$ cat config.mk
export PLATFORM = sky130hd
export DESIGN_NAME = piso_serializer_ctrl
export DESIGN_NICKNAME = d
export VERILOG_FILES = /design/src/rtl/piso_serializer_ctrl.sv
export SDC_FILE = /design/constraint.sdc
export NUM_CORES = 1
export LEC_CHECK = 0
export ABC_AREA = 1
export CAP_MARGIN = 20
export CORE_MARGIN = 5
export CORE_UTILIZATION = 40
export DETAILED_ROUTE_END_ITERATION = 6
export GPL_TIMING_DRIVEN = 1
export PLACE_DENSITY = 0.68
export SLEW_MARGIN = 20
export SYNTH_ARGS = -nofsm -noshare
export SYNTH_HDL_FRONTEND = slang
export SYNTH_SLANG_ARGS = --single-unit
$ cat constraint.sdc
create_clock -name clk -period 4 [get_ports clk]
set_input_delay 0.8 -clock clk [delete_from_list [all_inputs] [get_ports clk]]
set_output_delay 0.8 -clock clk [all_outputs]
set_load 0.01 [all_outputs]
$ cat src/rtl/piso_serializer_ctrl.sv
// piso_serializer_ctrl: framed serial transmitter (start, data, [parity], stop)
// built around a parallel-in/serial-out shift register.
// Optional even-parity bit is enabled by defining PIPO_PARITY_EN.
module piso_serializer_ctrl #(
    parameter int WIDTH        = 8,
    parameter int CLKS_PER_BIT = 4,
    parameter int LSB_FIRST    = 1
) (
    input  logic             clk,
    input  logic             rst,
    input  logic [WIDTH-1:0] i_data,
    input  logic             i_valid,
    output logic             o_ready,
    output logic             o_serial,
    output logic             o_busy,
    output logic             o_done
);
    localparam int BAUD_W = (CLKS_PER_BIT > 1) ? $clog2(CLKS_PER_BIT) : 1;
    localparam int BIT_W  = (WIDTH > 1) ? $clog2(WIDTH) : 1;
    localparam logic [BAUD_W-1:0] BAUD_MAX = BAUD_W'(CLKS_PER_BIT - 1);
    localparam logic [BIT_W-1:0]  BIT_MAX  = BIT_W'(WIDTH - 1);

`ifdef PIPO_PARITY_EN
    typedef enum logic [2:0] {IDLE, START, DATA, PARITY, STOP} state_t;
`else
    typedef enum logic [2:0] {IDLE, START, DATA, STOP} state_t;
`endif

    state_t             state, state_n;
    logic [BAUD_W-1:0]  baud, baud_n;
    logic [BIT_W-1:0]   bitcnt, bitcnt_n;
    logic [WIDTH-1:0]   sr, sr_n;
    logic               serial_n;
    logic               wrap;
`ifdef PIPO_PARITY_EN
    logic               par, par_n;
`endif

    assign wrap    = (baud == BAUD_MAX);
    assign o_ready = (state == IDLE);

    // Next-state, counter, shift and line-level logic; o_serial is derived
    // from the next state so the registered line lines up with the state.
    always_comb begin
        state_n  = state;
        baud_n   = baud;
        bitcnt_n = bitcnt;
        sr_n     = sr;
`ifdef PIPO_PARITY_EN
        par_n    = par;
`endif
        // Baud counter free-runs through the whole frame, wrapping per bit
        if (state != IDLE) begin
            baud_n = wrap ? '0 : baud + 1'b1;
        end
        case (state)
            IDLE: begin
                if (i_valid) begin
                    state_n  = START;
                    baud_n   = '0;
                    bitcnt_n = '0;
                    sr_n     = i_data;
`ifdef PIPO_PARITY_EN
                    par_n    = ^i_data;
`endif
                end
            end
            START: begin
                if (wrap) state_n = DATA;
            end
            DATA: begin
                if (wrap) begin
                    // Vacated positions fill with zero
                    if (LSB_FIRST != 0) sr_n = {1'b0, sr[WIDTH-1:1]};
                    else                sr_n = {sr[WIDTH-2:0], 1'b0};
                    if (bitcnt == BIT_MAX) begin
                        bitcnt_n = '0;
`ifdef PIPO_PARITY_EN
                        state_n  = PARITY;
`else
                        state_n  = STOP;
`endif
                    end else begin
                        bitcnt_n = bitcnt + 1'b1;
                    end
                end
            end
`ifdef PIPO_PARITY_EN
            PARITY: begin
                if (wrap) state_n = STOP;
            end
`endif
            STOP: begin
                if (wrap) state_n = IDLE;
            end
            default: state_n = IDLE;
        endcase

        serial_n = 1'b1;
        case (state_n)
            START:  serial_n = 1'b0;
            DATA:   serial_n = (LSB_FIRST != 0) ? sr_n[0] : sr_n[WIDTH-1];
`ifdef PIPO_PARITY_EN
            PARITY: serial_n = par_n;
`endif
            default: serial_n = 1'b1;
        endcase
    end

    // State, counters and registered outputs; reset aborts any frame
    always_ff @(posedge clk) begin
        if (rst) begin
            state    <= IDLE;
            baud     <= '0;
            bitcnt   <= '0;
            sr       <= '0;
`ifdef PIPO_PARITY_EN
            par      <= 1'b0;
`endif
            o_serial <= 1'b1;
            o_busy   <= 1'b0;
            o_done   <= 1'b0;
        end else begin
            state    <= state_n;
            baud     <= baud_n;
            bitcnt   <= bitcnt_n;
            sr       <= sr_n;
`ifdef PIPO_PARITY_EN
            par      <= par_n;
`endif
            o_serial <= serial_n;
            o_busy   <= (state_n != IDLE);
            o_done   <= (state == STOP) && (state_n == IDLE);
        end
    end
endmodule

Word-level counts from Yosys, hierarchy flattened
Cells that the tools add are included.
Cells by class
  mux-type cells: 18
  add/sub/neg operators: 2
  multipliers: 0
  reductions and logical operators: 7
  magnitude comparators: 0
  equal/unequal tests: 9
  divide/modulo/power cells: 0
  shift-type cells: 0
  bitwise operators: 0
Operators with widths (count)
  $mux W3: 8
  $mux W8: 2
  $pmux W8 S2: 1
  $pmux W3 S4: 1
  $eq A3 B2 Y1 const B: 3
  $mux W2: 4
  $eq A3 B1 Y1 const B: 2
  $logic_not A3 Y1: 2
  $pmux W3 S2: 1
  $reduce_bool A3 Y1: 2
  $ne A2 B2 Y1 const B: 2
  $add A3 B1 Y3 const B: 1
  $eq A3 B3 Y1 const B: 1
  $reduce_and A3 Y1: 1
  $add A2 B1 Y2 const B: 1
  $eq A2 B2 Y1 const B: 1
  $pmux W1 S2: 1
  $reduce_bool A2 Y1: 1
  $logic_and A1 B1 Y1: 1
Word-level totals
  input bits: 11
  output and inout port bits: 4
  RAM bits: 0
  bits in latches: 0
  ROM bits: 0
  memories kept: 0
  register bits: 19

Depth between registers and ports, before layout
Gate-level depths: netlist (run 1).
  word-level depth: 6
  mapped depth: 10
  mapped depth without buffers: 10

Worst setup path after synthesis (run 1)
OpenSTA, ideal clock, no wires.
  kind: flip-flop to output port
  start: reg state[0]
  end: out o_ready
  path slack: 2494 ps
  arrival time: 706 ps
  path buffers: 0
  stages on the path, launching flop included: 4
  cells stage by stage: dfxtp_1 > nor2_4 > nand2_2 > inv_2
On the way
  cells in the longest elaborated chain, start to end: 1
RTL lines
  start: declaration: RTL line 29  | state_t state, state_n;
  start signal: assignment: RTL line 124  | state <= state_n;
  $logic_not A3 Y1: RTL line 40  | assign o_ready = (state == IDLE);
  end: declaration: RTL line 13  | output logic o_ready,
Every way passes these cells.

Worst setup path after layout (run 1)
Same ends and word-level chain as after synthesis.

==> results.txt, run 1 <==
The run finished with clean final reports. The adder and majority cell fraction of the synthesized area is 4.274%. The top-level I/O count is 15. The worst setup path is launched from a register.

The maximum number of buffers from clock root to sink is 2. Leaving out fill and tap cells, the most frequent cells in the layout are nand2_1 (39), dfxtp_1 (19), nor2_1 (15). The number of cells on the worst reg-to-reg path is 6. The total clock buffers created by CTS came out at 3. Measured on the finished design, the core utilization comes to 50.03%.

The final period demand of the worst path came out at 2.399 ns. The number of cells on the worst hold path is 2. The number of standard cells after synthesis is 121. The total global-route track usage came out at 11.25%.

Setup repair after global routing left no endpoint under its margin. The final route contains 758 vias. The number of nets produced by synthesis is 135. The combined flip-flop and latch cell area is 380.4 um2. The overall overflow remaining after global route came out at 0. The count of endpoints failing setup in the final report is 0.

The starting density of the core came out at 40.89%. The critical path in this run is classified as reg -> out. The combined area of the multi-input logic cells came out at 437.9 um2. The number of antenna cells inserted came out at 0. The quantity of hold-fixing buffers added after cts is 0.

The worst hold path belongs to the class reg -> reg. Data on the critical path is required at its endpoint by 3.20 ns. The main combinational cell family by area after synthesis is simple AND/OR/NAND/NOR gates. For met2 alone, demand over resource in global routing was 18.32%.

The number of nets in the layout came out at 153. The kind of end point of the critical path is a primary output. After the first detailed-routing iteration, the DRC count stood at 14. The share of final-layout standard cells stronger than drive strength 1 is 9.420%. The library cell used most frequently in the layout, excluding fill and tap cells, is nand2_1. The delay of the slowest critical-path stage is 0.52 ns.

The final period utilization came out at 59.98%. In this run the most critical hold path is launched from baud[1]$_SDFF_PP0_. The total routed wirelength is 1542 um. The number of failing hold endpoints at the final stage came out at 0.

The count of cell types in the netlist is 23. In this run the critical register-to-register path is captured at sr[5]$_SDFFE_PP0P_. The total count of max-transition violations in the final report came to 0.

The floorplan die width came out at 56.86 um. Gates resized during post-CTS repair numbered 0. The number of global-route vias before repair came out at 734. The detail-routed via count per cell is 4.566. The critical path starts at state[0]$_SDFF_PP0_. The clock arrives with 0.005615 ns of skew. The beginning of the worst register-to-register path is baud[0]$_SDFF_PP0_. The clock tree root buffer cell is clkbuf_4. The DRC violations left is 0. The cell area power density is 320.1 nW/um2. The placement row count is 17. The finished cells cover 1075 um2.

TritonCTS built the clock tree. The largest fanout on the critical path came out at 5. The endpoint of the worst hold path is baud[1]$_SDFF_PP0_. The most utilized layer in the global route result is met2. Timing would allow up to 416.8 MHz.

The library cell contributing the largest single delay on the critical path is clkdlybuf4s50_1. The global-route met3 utilization is 3.218%. The area fraction in compound gates after synthesis came out at 12.68%. The max capacitance violation total is 0. Summed over all failing endpoints, the final setup total negative slack is 0 ns.

The slack of the worst reg-to-reg path came out at 2.58 ns. The number of nets still failing antenna checks after routing came out at 0. The number of antenna violations at the first check in global routing is 0. The first global-routing pass estimated 2925 um of wire. The post-synthesis share of cell area spent on xor and xnor gates is 0%. The mean instance size in the synthesized netlist is 7.259 um2. Clock latency on the worst-skew pair, taken at its later pin, is 0.29 ns. The HPWL after detailed placement is 1212 um.

The floorplan step defined a die boundary enclosing 3233 um2. The largest net degree at the start of global routing is 11. The core footprint is 2148 um2.

For this run, global-route usage on met1 was measured as 14.07%. The first-pass iteration count of the detailed router came out at 4. The number of synthesized register bits came out at 19. The routability-driven placement congestion ratio is 0.7315. The die span in y came out at 56.86 um. The clock-pin transition on the worst setup and hold timing paths is 0.10 ns. In this run the number of H-tree levels came out at 1. The proportion of synthesized chip area in sequential cells came out at 43.30%.

In this run the tool buffered the top-level ports with 14 buffer cells. The number of post-CTS setup repair buffers is 0. The area of placed instances is 1049 um2.

The cell area that synthesis handed to floorplanning was 878.3 um2. The worst IR drop on VDD is 216.4 uV. CTS saw 19 sinks. The kind of cell with the highest combined delay along the critical path is buffers and inverters. The critical path goes through nor2_4, nand2_2, inv_2, clkdlybuf4s50_1. The fraction of synthesized area in multiplexers is 0%. The number of warnings issued by yosys came out at 0.

The data arrival time of the worst path came out at 1.60 ns. The leakage power came out at 0.5120 nW. The filler cells instantiated in the layout total 220.

The number of buffers and inverters on the critical path is 2. The average detailed-routed wire length per instance came out at 9.289 um. The synthesized netlist devotes 32.48% of its cell area to simple gates. The area growth from synthesis to layout came out at 22.36%.
## per-stage QoR
step	hold WS (ns)	cells	setup slack (ns)	total power, mW
floorplan	0.4425	121	2.494	0.2359
global placement	0.4609	162	1.937	0.2537
detailed placement	0.4636	162	1.918	0.2551
CTS	0.4789	166	1.578	0.3509
global route	0.5088	166	1.496	0.3702
finish	0.4734	166	1.601	0.3441
## worst min-delay path: cells and delay by family (launching register included)
family,cells,cell delay (ns)
AOI/OAI and AO/OA,1,0.05
and+or+nand+nor,1,0.06
DFF,1,0.33
## state kept, by name (all words and copies together), names as in the netlist
| signal | flops |
|---|---|
| state | 3 |
| o_busy | 1 |
| bitcnt | 3 |
| baud | 2 |
| o_done | 1 |
| o_serial | 1 |
| sr | 8 |
## synthesized netlist by cell type (all sizes together)
cell type  count  area share [%]
nand2         41              19
dfxtp         19              43
nor2          17             9.0
inv           14             6.3
a21oi         11             6.7
o21ai          5             4.1
nand3          4             2.8
ha             3             4.3
buf            1            0.57
conb           1            0.43
nand4          1            0.71
nor3           1            0.57
nor4           1            0.71
o211a          1             1.1
o22ai          1            0.71
## power breakdown
part | switching (mW) | internal, mW | total (mW)
registers | 0.00570 | 0.198 | 0.204
clock network | 0.0554 | 0.0387 | 0.0941
logic | 0.0234 | 0.0227 | 0.0460
total | 0.0844 | 0.260 | 0.344
## area by class of cell
class | instances | share of cell area [%]
clock buffer | 4 | 2.445
timing repair buffer | 14 | 13.04
sequential | 19 | 35.39
tap | 28 | 3.260
inverter | 14 | 5.122
multi-input combinational | 87 | 40.75
## layer usage
| metal | routed length (um) | up-vias |
|---|---|---|
| met2 | 707 | 17 |
| met5 | 0 | - |
| met3 | 73 | 2 |
| met4 | 15 | 0 |
| li1 | - | 417 |
| met1 | 745 | 322 |
## how the worst max path moves through the flow
stage               to  cells after the start
2_1_floorplan  o_ready                      3
6_report       o_ready                      4
5_1_grt        o_ready                      4
3_3_place_gp   o_ready                      4
4_1_cts        o_ready                      4
3_5_place_dp   o_ready                      4
## cells by family after synthesis
| logic type | Yosys count |
|---|---|
| adder cells (fa/ha/maj) | 3 |
| AND/OR/NAND/NOR | 65 |
| buffers and inverters | 15 |
| flip-flops | 19 |
| other | 1 |
| AO/OA/AOI/OAI | 18 |
Power figures use the tool's default switching activity.
==> run 2, diff against run 1 <==
--- a/config.mk
+++ b/config.mk
@@ -11,7 +11,7 @@
 export CORE_UTILIZATION = 40
 export DETAILED_ROUTE_END_ITERATION = 6
 export GPL_TIMING_DRIVEN = 1
-export PLACE_DENSITY = 0.68
+export PLACE_DENSITY = 0.7
 export SLEW_MARGIN = 20
 export SYNTH_ARGS = -nofsm -noshare
 export SYNTH_HDL_FRONTEND = slang
==> constraint.sdc (replaced) <==
create_clock -name clk -period 2.1 [get_ports clk]
set_input_delay 0.42 -clock clk [delete_from_list [all_inputs] [get_ports clk]]
set_output_delay 0.42 -clock clk [all_outputs]
set_load 0.01 [all_outputs]
==> results.txt, run 2 (synthesis gave the netlist of run 1 again) <==
The flow ran to the end, and the final reports show no timing, DRC or antenna violations. The average detailed-routed wire length per instance is 9.904 um (+6.6%). The internal power came out at 496.2 uW (+91%). The slack of the worst reg-to-reg path was 0.66 ns (-1.92 ns). The switching share of power came to 25.64% (+1.1 points). The worst IR drop on VDD was 342.2 uV (+58%). The starting density of the core is 40.89% (unchanged). The aggregate negative setup slack came out at 0 ns (unchanged). The area of placed instances is 1056 um2 (+0.72%).

The number of cells on the worst reg-to-reg path came to 6 (unchanged). In the final layout, the registers with the most flip-flops are sr x8, bitcnt x3, state x3. The largest net degree at the start of global routing came out at 11 (unchanged). The cell area power density came to 616.5 nW/um2 (+93%).

The number of post-CTS setup repair buffers is 0 (unchanged). The filler cell count in the final layout is 225 (+2.3%). The wire length of the first global-routing pass came out at 3063 um (+4.7%). The post-cts repair resize count came to 0 (unchanged). The number of failing hold endpoints at the final stage is 0 (unchanged). The maximum number of buffers from clock root to sink is 2 (unchanged).

The number of nets still failing antenna checks after routing came out at 0 (unchanged). The number of antenna violations at the first check in global routing came out at 0 (unchanged). The total routed wirelength is 1654 um (+7.3%). The first-pass iteration count of the detailed router came out at 4 (unchanged). The TritonCTS sink count came out at 19 (unchanged). The clock insertion delay at the later pin of the skew report came to 0.30 ns (about the same). Leaving out fill and tap cells, the most frequent cells in the layout are nand2_1 (39), dfxtp_1 (19), nor2_1 (15). The worst hold path terminates at baud[1]$_SDFF_PP0_. The number of antenna cells inserted was 0 (unchanged). The HPWL after detailed placement came out at 1283 um (+5.8%).

CTS placed an instance of clkbuf_4 at the clock tree root. The endpoint identified for the worst register-to-register timing path is bitcnt[2]$_SDFFE_PP0P_. The register share of total power came out at 58.3% (-1.0 points). The clock-pin transition on the worst setup and hold timing paths is 0.11 ns (about the same). The beginning of the worst register-to-register path is baud[0]$_SDFF_PP0_. The data arrival time of the worst path came out at 1.59 ns (about the same). The data required time of the worst path came out at 1.68 ns (-1.52 ns). The area growth from synthesis to layout is 23.22%. The startpoint identified for the worst hold timing path is baud[1]$_SDFF_PP0_. The count of endpoints failing setup in the final report is 0 (unchanged). The largest fanout on the critical path came out at 5 (unchanged).

The final standard cell utilization of the core was 50.38% (+0.35 points). The combined flip-flop and latch cell area is 380.4 um2 (unchanged). The share of final-layout standard cells stronger than drive strength 1 came out at 10.07% (+0.65 points). The die span in y is 56.86 um (unchanged). The CTS tree is yes. The min-delay analysis places its worst path in the category reg -> reg.

The max capacitance violation total came out at 0 (unchanged). The overall overflow remaining after global route came to 0 (unchanged). The DRC violation total after the first TritonRoute iteration is 11 (-3).

The total clock buffers created by CTS came to 3 (unchanged). The final hold slack came out at 0.4770 ns (+0.003576 ns). The number of cells on the worst hold path is 2 (unchanged). The final cell area excluding filler cells is 1082 um2 (+0.70%). The H-tree depth came out at 1 (unchanged). The post-placement cell count came to 163 (+0.62%). Setup repair after global routing left no endpoint under its margin.

The floorplan die width is 56.86 um (unchanged). The combined area of the multi-input logic cells is 437.9 um2 (unchanged). The total global-route track usage is 11.73% (+0.48 points). The total count of max-transition violations in the final report came out at 0 (unchanged). The detail-routed via count per cell is 4.701 (+2.9%).

The library cell used most frequently in the layout, excluding fill and tap cells, is nand2_1. The worst setup path is launched from a register. The placement row count was 17 (unchanged). The quantity of hold-fixing buffers added after cts is 0 (unchanged).

The via count of the routed design came out at 785 (+3.6%). Tracing the worst setup path back leads to its startpoint at state[0]$_SDFF_PP0_. The final period demand of the worst path is 2.013 ns.

The clock tree skew after final layout came out at 0.007820 ns (+0.002206 ns). The switching component of the power was 171.1 uW (+100%). The core footprint came to 2148 um2 (unchanged). The DRC violations left came to 0 (unchanged).

The clock share of power came out at 28.1% (+0.7 points). The leakage power came out at 0.5168 nW (+0.94%). The register with the most flip-flops in the final layout is sr. The die area came to 3233 um2 (unchanged). The number of buffers added on ports came to 14 (unchanged). The final period utilization is 95.84%.

The number of global-route vias before repair is 780 (+6.3%). The top-level I/O count came out at 15 (unchanged). The number of nets in the layout is 154 (+0.65%). The worst setup path is captured at a primary output.

The flip-flop count of the largest register, all copies and words added is 8 (unchanged). The routability-driven placement congestion ratio is 0.7475 (+2.2%). The critical path in this run is classified as reg -> out. The final instance count without filler cells was 167 (+0.60%).

The fmax is 496.8 MHz. The fraction of power consumed by combinational cells came to 13.6% (+0.2 points).
==> run 2: worst max-delay path: stages, from the launching register on <==
cell and delay (ns):
dfxtp_1 0.38, nor2_4 0.21, nand2_2 0.12, inv_2 0.07
clkdlybuf4s50_1 0.52
==> run 2: worst max-delay path by stage <==
stage	end	slack [ns]	depth (start not counted)
3_5_place_dp	o_ready	0.41	4
6_report	o_ready	0.09	4
4_1_cts	o_ready	0.08	4
3_3_place_gp	o_ready	0.45	4
2_1_floorplan	sr[1]$_SDFFE_PP0P_	0.86	6
5_1_grt	o_ready	0.01	4
==> run 2: final cells by class <==
class / instances / share of cell area [%]
sequential: 19 / 35.14
tap: 28 / 3.237
timing repair buffer: 15 / 13.64
inverter: 14 / 5.087
multi-input combinational: 87 / 40.46
clock buffer: 4 / 2.428
==> run 2: power by group through the flow <==
stage / clock, mW / combinational [mW] / sequential (mW)
after global placement: 0 / 0.0881 / 0.396
final: 0.188 / 0.0907 / 0.389
after global routing: 0.206 / 0.103 / 0.392
after floorplan: 0 / 0.0539 / 0.395
after detailed placement: 0 / 0.0915 / 0.397
after CTS: 0.187 / 0.0919 / 0.389
==> run 2: metal layers <==
layer  vias to the layer above  share of wire (%)  global-route usage, %
li1                        415                  -                      -
met1                       351                 47                  13.40
met2                        14                 48                  20.63
met3                         5                3.7                  2.299
met4                         0                1.9                  5.629
met5                         -                  0                      0
==> run 2: metrics by stage <==
| step | power, mW | setup slack (ns) |
|---|---|---|
| after floorplan | 0.4493 | 0.8582 |
| after global placement | 0.4845 | 0.4463 |
| after detailed placement | 0.4885 | 0.4129 |
| after CTS | 0.6674 | 0.08182 |
| after global routing | 0.7014 | 0.01069 |
| final | 0.6673 | 0.08730 |
